### src/rtl/mem_responder_if.sv
// -----------------------------------------------------------------------------
// mem_responder_if
// Request/response bus between the datapath (master) and the memory-side
// responder (slave).
//
// Signals
//   req    master->slave  request strobe, sampled on the rising clock edge
//   we     master->slave  1 = write, 0 = read; sampled together with req
//   addr   master->slave  word address; sampled together with req
//   wdata  master->slave  write data; sampled together with req
//   rdata  slave->master  registered read data (holds until the next read)
//   ready  slave->master  one-cycle pulse: access completed
//   busy   slave->master  transaction in progress; req ignored while high
//   err    slave->master  one-cycle pulse: dropped req or bad address
// -----------------------------------------------------------------------------
interface mem_responder_if #(
    parameter int DATA_W = 16,
    parameter int ADDR_W = 7
);
    logic              req;
    logic              we;
    logic [ADDR_W-1:0] addr;
    logic [DATA_W-1:0] wdata;
    logic [DATA_W-1:0] rdata;
    logic              ready;
    logic              busy;
    logic              err;

    modport master (
        output req, we, addr, wdata,
        input  rdata, ready, busy, err
    );

    modport slave (
        input  req, we, addr, wdata,
        output rdata, ready, busy, err
    );
endinterface

### src/rtl/mem_responder.sv
// -----------------------------------------------------------------------------
// mem_responder
// Memory-side responder for the processor address/data bus. One request is
// captured per transaction, an optional number of wait states elapses, then
// the access is performed on a DEPTH-word RAM and a one-cycle ready pulse is
// returned together with registered read data.
//
// Ports
//   clock    in   rising-edge system clock
//   reset_n  in   asynchronous active-low reset (RAM contents are kept)
//   bus      slave modport of mem_responder_if (req/we/addr/wdata in,
//            rdata/ready/busy/err out); all outputs are registered
//
// Parameters
//   DATA_W       data word width
//   ADDR_W       address width
//   DEPTH        number of RAM words, 1..2**ADDR_W
//   WAIT_STATES  extra cycles between request capture and response, 0..15
//
// Configuration macro
//   MEM_ADDR_CHECK_EN  defined:   addresses >= DEPTH complete in time, the
//                                 write is suppressed, a read returns 0 and
//                                 err pulses together with ready.
//                      undefined: addresses are reduced modulo DEPTH.
// -----------------------------------------------------------------------------
module mem_responder #(
    parameter int DATA_W      = 16,
    parameter int ADDR_W      = 7,
    parameter int DEPTH       = 128,
    parameter int WAIT_STATES = 0
) (
    input  logic            clock,
    input  logic            reset_n,
    mem_responder_if.slave  bus
);

    // Index width of the RAM array; equals ADDR_W when DEPTH = 2**ADDR_W.
    localparam int IDX_W = (DEPTH > 1) ? $clog2(DEPTH) : 1;

    // DEPTH expressed at address width + 1 so it can be compared/divided
    // against a zero-extended address without width mismatches.
    localparam logic [ADDR_W:0] DEPTH_V = DEPTH[ADDR_W:0];

    // Wait-state preload; only meaningful when WAIT_STATES > 0.
    localparam logic [3:0] WS_V = WAIT_STATES[3:0];

    typedef enum logic [1:0] {
        ST_IDLE = 2'd0,
        ST_WAIT = 2'd1,
        ST_RESP = 2'd2
    } state_t;

    // -------------------------------------------------------------------------
    // Address helpers
    // -------------------------------------------------------------------------
`ifdef MEM_ADDR_CHECK_EN
    // True when the address falls inside the implemented RAM.
    function automatic logic addr_in_range(input logic [ADDR_W-1:0] a);
        return ({1'b0, a} < DEPTH_V);
    endfunction
`else
    localparam bit FULL_DEPTH = (DEPTH == (1 << ADDR_W));

    // Reduce an address modulo DEPTH; a full-size RAM needs no reduction.
    function automatic logic [IDX_W-1:0] wrap_idx(input logic [ADDR_W-1:0] a);
        logic [ADDR_W:0] r;
        if (FULL_DEPTH) begin
            r = {1'b0, a};
        end else begin
            r = {1'b0, a} % DEPTH_V;
        end
        return r[IDX_W-1:0];
    endfunction
`endif

    // -------------------------------------------------------------------------
    // State and storage
    // -------------------------------------------------------------------------
    state_t            state_q, state_d;
    logic [3:0]        cnt_q,   cnt_d;
    logic              we_q,    we_d;
    logic [ADDR_W-1:0] addr_q,  addr_d;
    logic [DATA_W-1:0] wdata_q, wdata_d;
    logic [DATA_W-1:0] rdata_q, rdata_d;
    logic              ready_q, ready_d;
    logic              busy_q,  busy_d;
    logic              err_q,   err_d;

    logic [DATA_W-1:0] mem_q [DEPTH];

    // Access strobe and operands for the edge on which the RAM is touched.
    // With zero wait states the access uses the live request fields,
    // otherwise it uses the fields latched at capture.
    logic              acc_go_s;
    logic              acc_we_s;
    logic [ADDR_W-1:0] acc_addr_s;
    logic [DATA_W-1:0] acc_wdata_s;
    logic              mem_we_s;
    logic [IDX_W-1:0]  mem_idx_s;

    // Next-state, access and output computation for the transaction FSM.
    always_comb begin
        state_d     = state_q;
        cnt_d       = cnt_q;
        we_d        = we_q;
        addr_d      = addr_q;
        wdata_d     = wdata_q;
        rdata_d     = rdata_q;
        ready_d     = 1'b0;
        busy_d      = busy_q;
        err_d       = 1'b0;
        acc_go_s    = 1'b0;
        acc_we_s    = we_q;
        acc_addr_s  = addr_q;
        acc_wdata_s = wdata_q;
        mem_we_s    = 1'b0;
        mem_idx_s   = '0;

        case (state_q)
            ST_IDLE: begin
                if (bus.req) begin
                    we_d    = bus.we;
                    addr_d  = bus.addr;
                    wdata_d = bus.wdata;
                    busy_d  = 1'b1;
                    if (WAIT_STATES == 0) begin
                        acc_go_s    = 1'b1;
                        acc_we_s    = bus.we;
                        acc_addr_s  = bus.addr;
                        acc_wdata_s = bus.wdata;
                        state_d     = ST_RESP;
                    end else begin
                        cnt_d   = WS_V - 4'd1;
                        state_d = ST_WAIT;
                    end
                end else begin
                    busy_d = 1'b0;
                end
            end
            ST_WAIT: begin
                // A request arriving mid-transaction is dropped and flagged.
                err_d = bus.req;
                if (cnt_q != 4'd0) begin
                    cnt_d = cnt_q - 4'd1;
                end else begin
                    acc_go_s = 1'b1;
                    state_d  = ST_RESP;
                end
            end
            ST_RESP: begin
                err_d   = bus.req;
                busy_d  = 1'b0;
                state_d = ST_IDLE;
            end
            default: begin
                busy_d  = 1'b0;
                state_d = ST_IDLE;
            end
        endcase

        if (acc_go_s) begin
            ready_d = 1'b1;
`ifdef MEM_ADDR_CHECK_EN
            if (addr_in_range(acc_addr_s)) begin
                mem_idx_s = acc_addr_s[IDX_W-1:0];
                if (acc_we_s) begin
                    mem_we_s = 1'b1;
                end else begin
                    rdata_d = mem_q[mem_idx_s];
                end
            end else begin
                // Out of range: timing unchanged, write dropped, read gives 0.
                err_d = 1'b1;
                if (acc_we_s) begin
                    mem_we_s = 1'b0;
                end else begin
                    rdata_d = '0;
                end
            end
`else
            mem_idx_s = wrap_idx(acc_addr_s);
            if (acc_we_s) begin
                mem_we_s = 1'b1;
            end else begin
                rdata_d = mem_q[mem_idx_s];
            end
`endif
        end else begin
            mem_we_s = 1'b0;
        end
    end

    // FSM state, latched request and registered outputs.
    always_ff @(posedge clock or negedge reset_n) begin
        if (!reset_n) begin
            state_q <= ST_IDLE;
            cnt_q   <= 4'd0;
            we_q    <= 1'b0;
            addr_q  <= '0;
            wdata_q <= '0;
            rdata_q <= '0;
            ready_q <= 1'b0;
            busy_q  <= 1'b0;
            err_q   <= 1'b0;
        end else begin
            state_q <= state_d;
            cnt_q   <= cnt_d;
            we_q    <= we_d;
            addr_q  <= addr_d;
            wdata_q <= wdata_d;
            rdata_q <= rdata_d;
            ready_q <= ready_d;
            busy_q  <= busy_d;
            err_q   <= err_d;
        end
    end

    // RAM write port. Not reset so contents survive reset_n; writes are
    // blocked while reset is asserted so an abandoned write never lands.
    always_ff @(posedge clock) begin
        if (mem_we_s && reset_n) begin
            mem_q[mem_idx_s] <= acc_wdata_s;
        end
    end

    assign bus.rdata = rdata_q;
    assign bus.ready = ready_q;
    assign bus.busy  = busy_q;
    assign bus.err   = err_q;

endmodule

### src/flat_wrapper.sv
// flat-port wrapper written by rule: the top's interface ports become plain ports
module mem_responder_flat 
#(
    parameter int DATA_W      = 16,
    parameter int ADDR_W      = 7,
    parameter int DEPTH       = 128,
    parameter int WAIT_STATES = 0
)
  (clock, reset_n, bus_req, bus_we, bus_addr, bus_wdata, bus_rdata, bus_ready, bus_busy, bus_err);
  mem_responder_if #(.DATA_W(DATA_W), .ADDR_W(ADDR_W)) bus_i ();
  input  logic clock;
  input  logic reset_n;
  input wire logic [$bits(bus_i.req)-1:0] bus_req;
  input wire logic [$bits(bus_i.we)-1:0] bus_we;
  input wire logic [$bits(bus_i.addr)-1:0] bus_addr;
  input wire logic [$bits(bus_i.wdata)-1:0] bus_wdata;
  output wire logic [$bits(bus_i.rdata)-1:0] bus_rdata;
  output wire logic [$bits(bus_i.ready)-1:0] bus_ready;
  output wire logic [$bits(bus_i.busy)-1:0] bus_busy;
  output wire logic [$bits(bus_i.err)-1:0] bus_err;
  assign bus_i.req = bus_req;
  assign bus_i.we = bus_we;
  assign bus_i.addr = bus_addr;
  assign bus_i.wdata = bus_wdata;
  assign bus_rdata = bus_i.rdata;
  assign bus_ready = bus_i.ready;
  assign bus_busy = bus_i.busy;
  assign bus_err = bus_i.err;
  mem_responder #(.DATA_W(DATA_W), .ADDR_W(ADDR_W), .DEPTH(DEPTH), .WAIT_STATES(WAIT_STATES)) u_core (.clock(clock), .reset_n(reset_n), .bus(bus_i));
endmodule
### config.mk
export PLATFORM = sky130hd
export DESIGN_NAME = mem_responder_flat
export DESIGN_NICKNAME = d
export VERILOG_FILES = /design/src/rtl/mem_responder_if.sv /design/src/rtl/mem_responder.sv /design/src/flat_wrapper.sv
export SDC_FILE = /design/constraint.sdc
export NUM_CORES = 2
export LEC_CHECK = 0
export BUFFER_PORTS_ARGS = -buffer_cell sky130_fd_sc_hd__buf_2
export CAP_MARGIN = 20
export CORE_ASPECT_RATIO = 1.1
export CORE_MARGIN = 2
export CORE_UTILIZATION = 55
export CTS_BUF_LIST = sky130_fd_sc_hd__clkbuf_2 sky130_fd_sc_hd__clkbuf_4 sky130_fd_sc_hd__clkbuf_8
export DETAILED_ROUTE_END_ITERATION = 10
export HOLD_SLACK_MARGIN = 0.08
export PLACE_DENSITY = 0.71
export SLEW_MARGIN = 10
export SYNTH_ARGS = -nofsm -noshare
export SYNTH_HDL_FRONTEND = slang
export SYNTH_SLANG_ARGS = --single-unit
### constraint.sdc
create_clock -name clock -period 10.8 [get_ports clock]
set_input_delay 0.54 -clock clock [delete_from_list [all_inputs] [get_ports clock]]
set_output_delay 0.54 -clock clock [all_outputs]
set_load 0.01 [all_outputs]
==> impl_metrics.json <==
{
  "cts.reportedPaths.clkPinSlew_ns": 0.07,
  "mappedNetlistNets": 4824,
  "cts_tree": "yes",
  "design.portCount": 46,
  "final_hold_viol_count": 0,
  "h_tree_depth": 5,
  "drt.antenna.violating_nets": 0,
  "synth.ff_latch_count": 2089,
  "yosys.area_share.simple_pct": 9.452,
  "fp_rows": 146,
  "synth_xor_area_share_pct": 0,
  "path_max_fanout": 94,
  "worst-slew-pin-transition_ns": 1.252,
  "hpwlAfterDp_mm": 116.8,
  "synthArstFlopShare_pct": 1.963,
  "gp_congestion": 0.8589,
  "die_x_um": 367.7,
  "fin_tns_setup_ns": 0,
  "wl_met1_mm": 78.80,
  "synth_enable_flop_cells": 2048,
  "total_length_of_routed_met3_wires_mm": 23.72,
  "fillCellCount": 10210,
  "period_minus_slack_ns": 5.150,
  "area.sequential_um2": 62530,
  "initialDrtViolationCount": 6775,
  "floorplan.initialDensity_pct": 55.47,
  "routed_via_count": 45620,
  "report.final.setup_viol": 0,
  "insertion_delay_ns": 1.04,
  "antenna_found_initial": 19,
  "synth-seq-area-share_pct": 78.11,
  "numClockSinks": 2089,
  "numPortBuffers": 45,
  "p_total_w": 0.01730,
  "routed_via_density": 6.302,
  "static_leakage_nw": 29.17,
  "drt_pre_antenna_iters": 7,
  "vdd_ir_drop_max_mv": 0.1407,
  "final_max_slew_viol_count": 0,
  "fmax_mhz": 194.2,
  "hold_path_depth": 4,
  "worstPathRequired_ns": 11.64,
  "synth-adder-area-share_pct": 0,
  "worstSetupStartpointType": "flop",
  "area_fraction_in_compound_gates_after_synthesis_pct": 3.032,
  "worstSetupEndpointType": "flop",
  "synth.lib_cells_used.distinct": 51,
  "multi_input_combinational_cell_area_um2": 16430,
  "grtUsageTotal_pct": 27.98,
  "placedInstanceArea_um2": 83220,
  "design.core.area_um2": 144300,
  "share_of_post_route_cells_with_drive_strength_above_1_pct": 19.29,
  "wl_met2_mm": 97.46,
  "ff2ff_path_depth": 11,
  "dr.max_layer_used": "met5",
  "syn_area_um2": 80050,
  "cp_data_arrival_time_ns": 5.99,
  "num-nets-final": 5109,
  "cellPowerDensity_nw_per_um2": 193.4,
  "max-slew-margin-rel_pct": 16.17,
  "ys_dominant_reg_cell": "sky130_fd_sc_hd__edfxtp_1",
  "grt_setup_unrepaired": "false",
  "run_status": "complete, no violations",
  "synth_top_family_by_area": "simple AND/OR/NAND/NOR gates",
  "global_route_wire_length_before_repair_mm": 300.4,
  "grt_max_degree": 193,
  "post_synth_inst_count": 4797,
  "wire_per_inst_um": 28.77,
  "chipHeight_um": 404.1,
  "timing.setup.critical_path_class": "flop to flop",
  "die-area_um2": 148600,
  "synth.area.mux_share_pct": 7.747,
  "clock-skew-final_ns": 0.05921,
  "drc": 0,
  "grt_overflow": 0,
  "maxCapViolations": 0,
  "first_global_vias": 44320,
  "area.growth.synth_to_final_pct": 11.73,
  "hp-class": "input port to flop",
  "final.period_utilization_pct": 47.69,
  "cts_inserted_buffers": 323,
  "routed_wirelength_mm": 208.3,
  "final_area_um2": 89440,
  "max-clock-path-buffers": 4,
  "cts_root_buf": "sky130_fd_sc_hd__clkbuf_8",
  "yosys_synthesis_warning_count": 0,
  "syn_avg_cell_area_um2": 16.69
}
[cells in the mapped netlist (4+ instances only)]
library cell | n | share of area [%]
sky130_fd_sc_hd__mux2i_1 | 41 | 0.51
sky130_fd_sc_hd__buf_2 | 89 | 0.56
sky130_fd_sc_hd__a22oi_1 | 82 | 0.77
sky130_fd_sc_hd__a211oi_1 | 27 | 0.25
sky130_fd_sc_hd__and3_1 | 5 | 0.039
sky130_fd_sc_hd__nor2b_1 | 5 | 0.039
sky130_fd_sc_hd__a32oi_1 | 14 | 0.15
sky130_fd_sc_hd__mux4_2 | 256 | 7.2
sky130_fd_sc_hd__clkbuf_1 | 147 | 0.69
sky130_fd_sc_hd__nand3_1 | 362 | 2.3
sky130_fd_sc_hd__dfrtp_1 | 41 | 1.3
sky130_fd_sc_hd__inv_1 | 8 | 0.038
sky130_fd_sc_hd__nand4_1 | 128 | 1.0
sky130_fd_sc_hd__nor2_1 | 153 | 0.72
sky130_fd_sc_hd__buf_4 | 17 | 0.16
sky130_fd_sc_hd__buf_1 | 28 | 0.13
sky130_fd_sc_hd__a2111oi_0 | 8 | 0.088
sky130_fd_sc_hd__o22ai_1 | 8 | 0.063
sky130_fd_sc_hd__nor3_1 | 31 | 0.19
sky130_fd_sc_hd__edfxtp_1 | 2048 | 77
sky130_fd_sc_hd__a21oi_1 | 24 | 0.15
sky130_fd_sc_hd__nand2b_1 | 4 | 0.031
sky130_fd_sc_hd__a222oi_1 | 8 | 0.10
sky130_fd_sc_hd__and2_1 | 6 | 0.047
sky130_fd_sc_hd__nand2_1 | 1057 | 5.0
sky130_fd_sc_hd__a31oi_1 | 134 | 1.0
sky130_fd_sc_hd__a22o_1 | 14 | 0.15
sky130_fd_sc_hd__a21boi_0 | 8 | 0.075
sky130_fd_sc_hd__buf_6 | 5 | 0.070
[flip-flops by register name, summed over array words and instances (netlist names)]
signal / count
u_core.bus.err: 1
u_core.bus.rdata: 16
u_core.bus.ready: 1
u_core.mem_q: 2048
u_core.state_q: 1
u_core.addr_q: 6
u_core.wdata_q: 16
[path summary, 6_finish.rpt]
check	end	from	slack, ns
setup / recovery	u_core.bus.rdata[3]$_DFFE_PN0P_	u_core.state_q[1]$_DFFE_PN0P_	5.65
hold / removal	u_core.addr_q[2]$_DFF_PN0_	bus_addr[2]	0.20
setup reg to reg	u_core.bus.rdata[3]$_DFFE_PN0P_	u_core.state_q[1]$_DFFE_PN0P_	5.65
hold reg to reg	u_core.bus.rdata[9]$_DFFE_PN0P_	u_core.bus.rdata[9]$_DFFE_PN0P_	0.60
max in group asynchronous	u_core.wdata_q[5]$_DFF_PN0_	reset_n	9.75
min in group asynchronous	u_core.bus.rdata[9]$_DFFE_PN0P_	reset_n	0.43
[per-layer routing]
metal | vias up | global-route usage [%]
li1 | 19210 | -
met1 | 23110 | 39.27
met2 | 2882 | 42.70
met3 | 405 | 6.838
met4 | 14 | 11.31
met5 | - | 0
[per-stage QoR]
step                      setup slack [ns]  hold WS (ns)  util [%]  instances
after floorplan                      7.207        0.2444         -       4797
after global placement               5.536        0.5517     57.67       6675
after detailed placement             5.351        0.5903     57.67       6675
after CTS                            5.581        0.1269     61.96       7232
after global routing                 5.289        0.2216     61.97       7233
final                                5.650        0.2021     61.98       7239
[logic make-up (layout without fill, tap and decap cells)]
group / count (synthesis) / count (layout)
DFF: 2089 / 2089
muxes: 299 / 299
and+or+nand+nor: 1767 / 1767
other: 0 / 7
AOI/OAI and AO/OA: 345 / 345
buffers and inverters: 297 / 808
[layout make-up]
cell class,count,share of cell area (%)
clock buffers,426,5.919
repair buffers,246,2.082
flip-flops and latches,2089,69.91
clock inverters,125,0.9471
well taps,1924,2.692
diodes,7,0.01959
multi-input cells,2411,18.37
inverters,11,0.06295
[where the power goes]
part / leakage [nW] / switching, W / internal, W / total, W
clock network: 3.24 / 0.00293 / 0.00344 / 0.00637
logic: 6.90 / 0.00126 / 0.000474 / 0.00173
registers: 19.0 / 0.0000491 / 0.00915 / 0.00920
total: 29.2 / 0.00423 / 0.0131 / 0.0173
[worst max-delay path, cell delays in order, from the launching register on]
cell and delay (ns):
sky130_fd_sc_hd__dfrtp_1 0.44, sky130_fd_sc_hd__nand2b_2 0.22, sky130_fd_sc_hd__inv_2 0.56, sky130_fd_sc_hd__mux2i_2 0.31
sky130_fd_sc_hd__inv_8 0.52, sky130_fd_sc_hd__buf_12 0.52, sky130_fd_sc_hd__buf_4 0.56, sky130_fd_sc_hd__mux4_2 0.38
sky130_fd_sc_hd__a21boi_0 0.21, sky130_fd_sc_hd__nand4_1 0.34, sky130_fd_sc_hd__a2111oi_0 0.61, sky130_fd_sc_hd__a311oi_1 0.17
[cells in the final DEF (no fill, tap or decap), types with 6 or more instances in the layout]
master                          Yosys  routed
sky130_fd_sc_hd__buf_12             0       9
sky130_fd_sc_hd__and2_1             6       6
sky130_fd_sc_hd__a32oi_1           14      14
sky130_fd_sc_hd__diode_2            0       7
sky130_fd_sc_hd__a21boi_0           8       8
sky130_fd_sc_hd__clkinv_1           0      68
sky130_fd_sc_hd__nor2_1           153     146
sky130_fd_sc_hd__buf_2             89      45
sky130_fd_sc_hd__clkbuf_4           0      91
sky130_fd_sc_hd__mux4_2           256     256
sky130_fd_sc_hd__a22oi_1           82      82
sky130_fd_sc_hd__nand4_1          128     128
sky130_fd_sc_hd__a22o_1            14      14
sky130_fd_sc_hd__bufinv_16          0      11
sky130_fd_sc_hd__clkinvlp_4         0       8
sky130_fd_sc_hd__a222oi_1           8       8
sky130_fd_sc_hd__dfrtp_1           41      41
sky130_fd_sc_hd__a21oi_1           24      24
sky130_fd_sc_hd__buf_4             17     186
sky130_fd_sc_hd__nor3_1            31      28
sky130_fd_sc_hd__mux2i_1           41      41
sky130_fd_sc_hd__o22ai_1            8       8
sky130_fd_sc_hd__a211oi_1          27      27
sky130_fd_sc_hd__nand3_1          362     360
sky130_fd_sc_hd__nand2_4            0      17
sky130_fd_sc_hd__edfxtp_1        2048    2048
sky130_fd_sc_hd__clkbuf_8           0     335
sky130_fd_sc_hd__a2111oi_0          8       8
sky130_fd_sc_hd__inv_1              8       8
sky130_fd_sc_hd__dlygate4sd3_1      0       6
sky130_fd_sc_hd__nand2_1         1057    1040
sky130_fd_sc_hd__a31oi_1          134     134
sky130_fd_sc_hd__clkinv_2           0      35
[timing repair]
item,in CTS,in global routing
hold buffers,6,0
hold endpoints to repair,55,0
gates resized for setup,0,0
buffers inserted,0,0
Note: power is estimated with default switching activity, not from simulation.
